File: config.mk
export PLATFORM = sky130hd
export DESIGN_NAME = serial_tx
export DESIGN_NICKNAME = d
export VERILOG_FILES = /design/src/rtl/serial_tx.sv
export SDC_FILE = /design/constraint.sdc
export NUM_CORES = 1
export LEC_CHECK = 0
export BUFFER_PORTS_ARGS = -buffer_cell sky130_fd_sc_hd__buf_2
export CAP_MARGIN = 20
export CORE_AREA = 5 5 51 53
export DETAILED_ROUTE_END_ITERATION = 10
export DIE_AREA = 0 0 56 58
export MAX_ROUTING_LAYER = met4
export PLACE_DENSITY = 0.79
export SYNTH_ARGS = -nofsm -noshare
export SYNTH_HDL_FRONTEND = slang
export SYNTH_SLANG_ARGS = --single-unit
File: constraint.sdc
create_clock -name CK -period 1.94 [get_ports CK]
set_input_delay 0.485 -clock CK [delete_from_list [all_inputs] [get_ports CK]]
set_output_delay 0.485 -clock CK [all_outputs]
set_load 0.02 [all_outputs]
File: src/rtl/serial_tx.sv
// Frame-based serial transmitter: start bit, DW data bits LSB first, optional
// even-parity bit, stop bit, each held CLKS_PER_BIT clocks on an idle-high line.
module serial_tx #(
  parameter int DW           = 8,
  parameter int CLKS_PER_BIT = 4,
  parameter int PARITY_EN    = 0
) (
  input  logic          CK,
  input  logic          RN,
  input  logic [DW-1:0] D_IN,
  input  logic          D_VALID,
  output logic          D_READY,
  output logic          TXD,
  output logic          BUSY
);

  localparam int TW = (CLKS_PER_BIT > 1) ? $clog2(CLKS_PER_BIT) : 1;
  localparam int BW = (DW > 1) ? $clog2(DW) : 1;
  localparam logic [TW-1:0] TICK_LAST = TW'(CLKS_PER_BIT - 1);
  localparam logic [BW-1:0] BIT_LAST  = BW'(DW - 1);

  typedef enum logic [2:0] {
    IDLE   = 3'd0,
    START  = 3'd1,
    DATA   = 3'd2,
    PARITY = 3'd3,
    STOP   = 3'd4
  } state_t;

  state_t          state;
  logic [TW-1:0]   tick;
  logic [BW-1:0]   bit_cnt;
  logic [DW-1:0]   shift;
  logic            par_bit;
  logic            txd_r;
  logic            busy_r;
  logic            ready_r;

  function automatic logic even_parity(input logic [DW-1:0] w);
    return ^w;
  endfunction

  // TXD is registered from the current state, so the line lags the FSM by
  // one clock: it falls on the edge after the one that accepted the word.
  always_ff @(posedge CK or negedge RN) begin
    if (!RN) begin
      state   <= IDLE;
      tick    <= '0;
      bit_cnt <= '0;
      shift   <= '0;
      par_bit <= 1'b0;
      txd_r   <= 1'b1;
      busy_r  <= 1'b0;
      ready_r <= 1'b1;
    end else begin
      case (state)
        IDLE: begin
          txd_r <= 1'b1;
          if (D_VALID) begin
            shift   <= D_IN;
            par_bit <= even_parity(D_IN);
            tick    <= '0;
            bit_cnt <= '0;
            state   <= START;
            busy_r  <= 1'b1;
            ready_r <= 1'b0;
          end
        end
        START: begin
          txd_r <= 1'b0;
          if (tick == TICK_LAST) begin
            tick  <= '0;
            state <= DATA;
          end else begin
            tick <= tick + 1'b1;
          end
        end
        DATA: begin
          txd_r <= shift[0];
          if (tick == TICK_LAST) begin
            tick  <= '0;
            shift <= shift >> 1;
            if (bit_cnt == BIT_LAST) begin
              bit_cnt <= '0;
              state   <= (PARITY_EN != 0) ? PARITY : STOP;
            end else begin
              bit_cnt <= bit_cnt + 1'b1;
            end
          end else begin
            tick <= tick + 1'b1;
          end
        end
        PARITY: begin
          txd_r <= par_bit;
          if (tick == TICK_LAST) begin
            tick  <= '0;
            state <= STOP;
          end else begin
            tick <= tick + 1'b1;
          end
        end
        STOP: begin
          txd_r <= 1'b1;
          if (tick == TICK_LAST) begin
            tick    <= '0;
            state   <= IDLE;
            busy_r  <= 1'b0;
            ready_r <= 1'b1;
          end else begin
            tick <= tick + 1'b1;
          end
        end
        default: begin
          state   <= IDLE;
          txd_r   <= 1'b1;
          busy_r  <= 1'b0;
          ready_r <= 1'b1;
        end
      endcase
    end
  end

  assign TXD     = txd_r;
  assign BUSY    = busy_r;
  assign D_READY = ready_r;

endmodule

; Word-level counts from Yosys, hierarchy flattened
; Cells that the tools add are included.
[word_totals]
word_cells = 58
reg_bits = 20
[classes]
eq_ne = 12
bitwise_logic = 1
add_sub_neg = 2
n_reduce_logical = 11
muxes = 24
[ops]
columns = operator, count
row1 = 3-bit 2-to-1 mux, 9
row2 = 8-bit 2-to-1 mux, 2
row3 = 8-bit case mux with 2 select lines, 1
row4 = 3-bit case mux with 5 select lines, 1
row5 = "2-bit inequality test, second input constant", 6
row6 = 1-bit case mux with 3 select lines, 3
row7 = 8-bit parity, 1
row8 = "3-bit by 2-bit == test with 1-bit output, second input constant", 2
row9 = "3-bit == test, second input constant", 2
row10 = 3-bit case mux with 2 select lines, 1
row11 = 3-bit AND reduction, 2
row12 = 6-bit AND reduction, 1
row13 = 1-bit 2-to-1 mux, 4
row14 = 2-bit 2-to-1 mux, 2
row15 = 2-bit case mux with 2 select lines, 1
row16 = 2-bit AND reduction, 2
row17 = 2-bit nonzero test, 2
row18 = 4-bit OR reduction, 1
row19 = "3-bit by 1-bit adder with 3-bit output, second input constant", 1
row20 = "3-bit by 1-bit == test with 1-bit output, second input constant", 1
row21 = 3-bit zero test, 1
row22 = 3-bit OR reduction, 1
row23 = "2-bit by 1-bit adder with 2-bit output, second input constant", 1
row24 = "2-bit == test, second input constant", 1
row25 = 1-bit inverter, 1

; Depth between registers and ports, before layout
[logic_depth]
depth_word = 4
ltp_mapped = 6

; Worst setup path before layout
; No wires, ideal clock.
[synth_path]
path_type = flip-flop to flip-flop
from = register tick[0]
to = register bit_cnt[0]
required_ns = 1.815
t_arrival_ns = 1.259
stages_incl_launch_ff = 5
path_buffers = 0
period_less_slack_ns = 1.384
path_slack_ns = 0.556
cell_sequence = dfrtp_1 -> ha_1 -> nand2_2 -> a21boi_4 -> mux2_4
[synth_via]
elab_chain_cells = 3
[synth_lines]
columns = item, line
row1 = from (decl), 31  ; logic [TW-1:0] tick;
row2 = from (signal assigned), 75  ; tick <= tick + 1'b1;
row3 = from (signal assigned), 90  ; tick <= tick + 1'b1;
row4 = from (signal assigned), 99  ; tick <= tick + 1'b1;
row5 = 2-bit == test, 80  ; if (tick == TICK_LAST) begin
row6 = 2-bit inequality test (no source line), n/a
row7 = 3-bit AND reduction (no source line), n/a
row8 = to (signal assigned), 87  ; bit_cnt <= bit_cnt + 1'b1;
row9 = to (decl), 32  ; logic [BW-1:0] bit_cnt;
; Every way passes these cells.
; A chain may end at the register's enable or synchronous reset.

; Worst setup path in the final report
[layout_path]
from = register state[1]
to = register bit_cnt[0]
[layout_via]
elab_chain_cells = 3
word_cells_on_any_way = 7
[layout_lines]
columns = item, line
row1 = from (decl), 30  ; state_t state;
row2 = from (signal assigned), 85  ; state <= (PARITY_EN != 0) ? PARITY : STOP;
row3 = 3-bit by 2-bit == test with 1-bit output / 3-bit zero test (equally long branches), 56  ; case (state)
row4 = 2-bit inequality test (no source line) / 2-bit nonzero test (equally long branches), n/a
row5 = 3-bit AND reduction (no source line), n/a
; Parallel ways exist; a longest one is shown, timed or not.

==> results.cfg <==
[grt]
number_of_global_route_vias_before_repair = 815
global_route.overflow_total = 0
grt_max_degree = 21
grt_pass1_wl_microns = 3590
gr-usage-met2_pct = 23.0
grt_use_met3_pct = 3.12
global_route.usage.total_pct = 14.5
grt.busiest_layer = met2
grt_use_met1_pct = 17.1
grt_antenna_before_repair = 0

[cells_and_area]
final_cell_mix = sky130_fd_sc_hd__dfrtp_1, sky130_fd_sc_hd__a21oi_1, sky130_fd_sc_hd__buf_2
postLayoutCoreUtil_pct = 55.9
finalInstanceArea_sq_mm = 0.00118
post_route_cells_drive_above_1_share_pct = 22.8
final_common_cell = sky130_fd_sc_hd__dfrtp_1
finalNonFillerCells = 151
design.final.nets = 138
antenna_cells_inserted = 0
area.growth.synth_to_final_pct = 9.67

[worst_setup_path]
crit_path_slowest_cell = sky130_fd_sc_hd__dfrtp_1
crit_family = flip-flops
regToRegStartpoint = state[1]
r2r-end = bit_cnt[0]
crit_path_cell_trace = nand2b_2, a21boi_4, mux2_4
startpoint_class_of_the_critical_path = flop
worst-path-stages = 3
cp.buffers_inverters = 0
element_type_at_the_critical_path_end = flop
worst_r2r_path_depth = 3
ff2ff_setup_slack_ns = 0.32
critical_path_class = reg2reg
cpPeakStageDelay_ns = 0.51
worst_path_max_fanout = 11
cp.arrival_ns = 1.81
worstPathRequired_ns = 2.13

[route]
wl_per_cell_microns = 13.9
num_vias = 837
antenna_violating_nets_post_route = 0
drtIter0Drc = 12
avgViaCountPerCell = 5.54
dr.pass1.iters = 4
wl_microns = 2100
drc_viols = 0

[synth]
synth.cell_area_sq_mm = 0.00107
postSynth.asyncResetShare_pct = 100
mappedNetlistNets = 125
synth.lib_cells_used.distinct = 34
ys_warn_count = 0
synth-main-ff-cell = sky130_fd_sc_hd__dfrtp_1
syn_inst = 111
post_synth.cell_area_avg_sq_um = 9.67
edff_count_synth = 0
seq_area_frac_synth_pct = 46.9
yosys_reg_bits = 20

[timing]
fin_crit_sh_pct = 83.4
timing.fmax_mhz = 618
total_count_of_hold_check_failures_in_the_final_report = 0
post-route-worst-setup-slack_ns = 0.322
tns_ns = 0
clock_skew_ns = 0.0133
worst_slew_pin_slew_ns = 0.483
setup_repair_after_global_routing_missed_its_margin = false
finalMaxSlewViolations = 0
timing.max_slew.rel_slack_pct = 67.8
finalSetupViolCount = 0
period_needed_ns = 1.62

[cts]
numClockSinks = 20
cts-root-buf = sky130_fd_sc_hd__clkbuf_4
cts_buffers = 3
cts_repair_resize_count = 0
holdBufCountCts = 0
post-cts-setup-buffers = 0
tritoncts_clock_tree = built
worst_setup_hold_path_clk_slew_ns = 0.12
cts_htree_levels = 1
clkLatencyLatePin_ns = 0.31
max-clock-path-buffers = 2

[flow_run]
max_cap_violations = 0

[die]
floorplan.initialDensity_pct = 51.0
dieArea_sq_mm = 0.00325
chipHeight_microns = 58
row_count = 17
fp.dieW_microns = 56
io_pins = 14
core_region_area_sq_mm = 0.00211

[pwr]
vdd.ir_drop.worst_v = 0.000840
p_leak_uw = 0.000501
power_density_mw_per_mm2 = 1560

[placed_design]
dpl.hpwl_microns = 1520
place.gp.congestion = 0.791
detailed_place.area_sq_mm = 0.00114
port-buffer-count = 13
post-place-cells = 147
placement.setup.worst_slack_ns = 0.340

[run_status]
status = finished clean

[min_path]
hold_path_class = in2async
==> sequential cells by signal, summed over array words and instances, names as in the netlist <==
signal / flops
tick: 2
bit_cnt: 3
BUSY: 1
TXD: 1
par_bit: 1
state: 3
shift: 8
D_READY: 1
==> final cells by class <==
type	instances	area, sq um
flip-flops and latches	20	503
clock buffers	4	36.3
repair buffers	15	80.1
inverters	3	11.3
fillers	176	928
multi-input cells	81	512
well taps	28	35.0
==> cells by family after synthesis <==
family,after synthesis,synth area share (%)
AO/OA/AOI/OAI,38,22.0
buffers and inverters,10,5.48
XOR/XNOR,7,5.71
AND/OR/NAND/NOR,32,15.0
adder cells (fa/ha/maj),3,3.50
multiplexers,1,1.40
flip-flops,20,46.9
==> synth_stat cells (2+ instances only) <==
| master | instances | share of area [%] |
|---|---|---|
| sky130_fd_sc_hd__nor2_1 | 10 | 3.5 |
| sky130_fd_sc_hd__ha_1 | 3 | 3.5 |
| sky130_fd_sc_hd__buf_6 | 2 | 2.1 |
| sky130_fd_sc_hd__nor3_1 | 4 | 1.9 |
| sky130_fd_sc_hd__o31ai_1 | 2 | 1.4 |
| sky130_fd_sc_hd__dfrtp_1 | 18 | 42 |
| sky130_fd_sc_hd__o21ai_0 | 7 | 3.3 |
| sky130_fd_sc_hd__nand2_1 | 8 | 2.8 |
| sky130_fd_sc_hd__dfstp_2 | 2 | 4.9 |
| sky130_fd_sc_hd__o22ai_1 | 7 | 4.1 |
| sky130_fd_sc_hd__clkbuf_1 | 2 | 0.70 |
| sky130_fd_sc_hd__xnor2_1 | 7 | 5.7 |
| sky130_fd_sc_hd__a31oi_1 | 3 | 1.7 |
| sky130_fd_sc_hd__inv_1 | 3 | 1.0 |
| sky130_fd_sc_hd__a21oi_1 | 14 | 6.5 |
==> per-stage QoR <==
step                      hold WS, ns  total power, uW
final                          0.0986             1840
after detailed placement        0.453             1600
after global routing            0.135             2000
after floorplan                 0.189             1440
after global placement          0.450             1560
after CTS                       0.113             1840
==> worst max-delay path by stage <==
stage / to / startpoint
after detailed placement: bit_cnt[0] / D_VALID
after CTS: bit_cnt[0] / state[1]
after global routing: tick[1] / state[0]
final: bit_cnt[0] / state[1]
after floorplan: bit_cnt[0] / tick[0]
after global placement: bit_cnt[0] / D_VALID
==> routing by layer <==
metal | routed length, microns | share of wire (%) | up-vias
met1 | 978 | 47 | 399
li1 | - | - | 420
met3 | 58 | 2.8 | 4
met5 | 0 | 0 | -
met2 | 1020 | 49 | 14
met4 | 37 | 1.8 | 0
==> report_power, final <==
part           internal (uW)  switching [uW]  total [uW]  leakage [uW]
Clock                    114             132         246     0.0000210
Combinational            352             440         792      0.000247
Sequential               619             183         802      0.000234
Power figures use the tool's default switching activity.
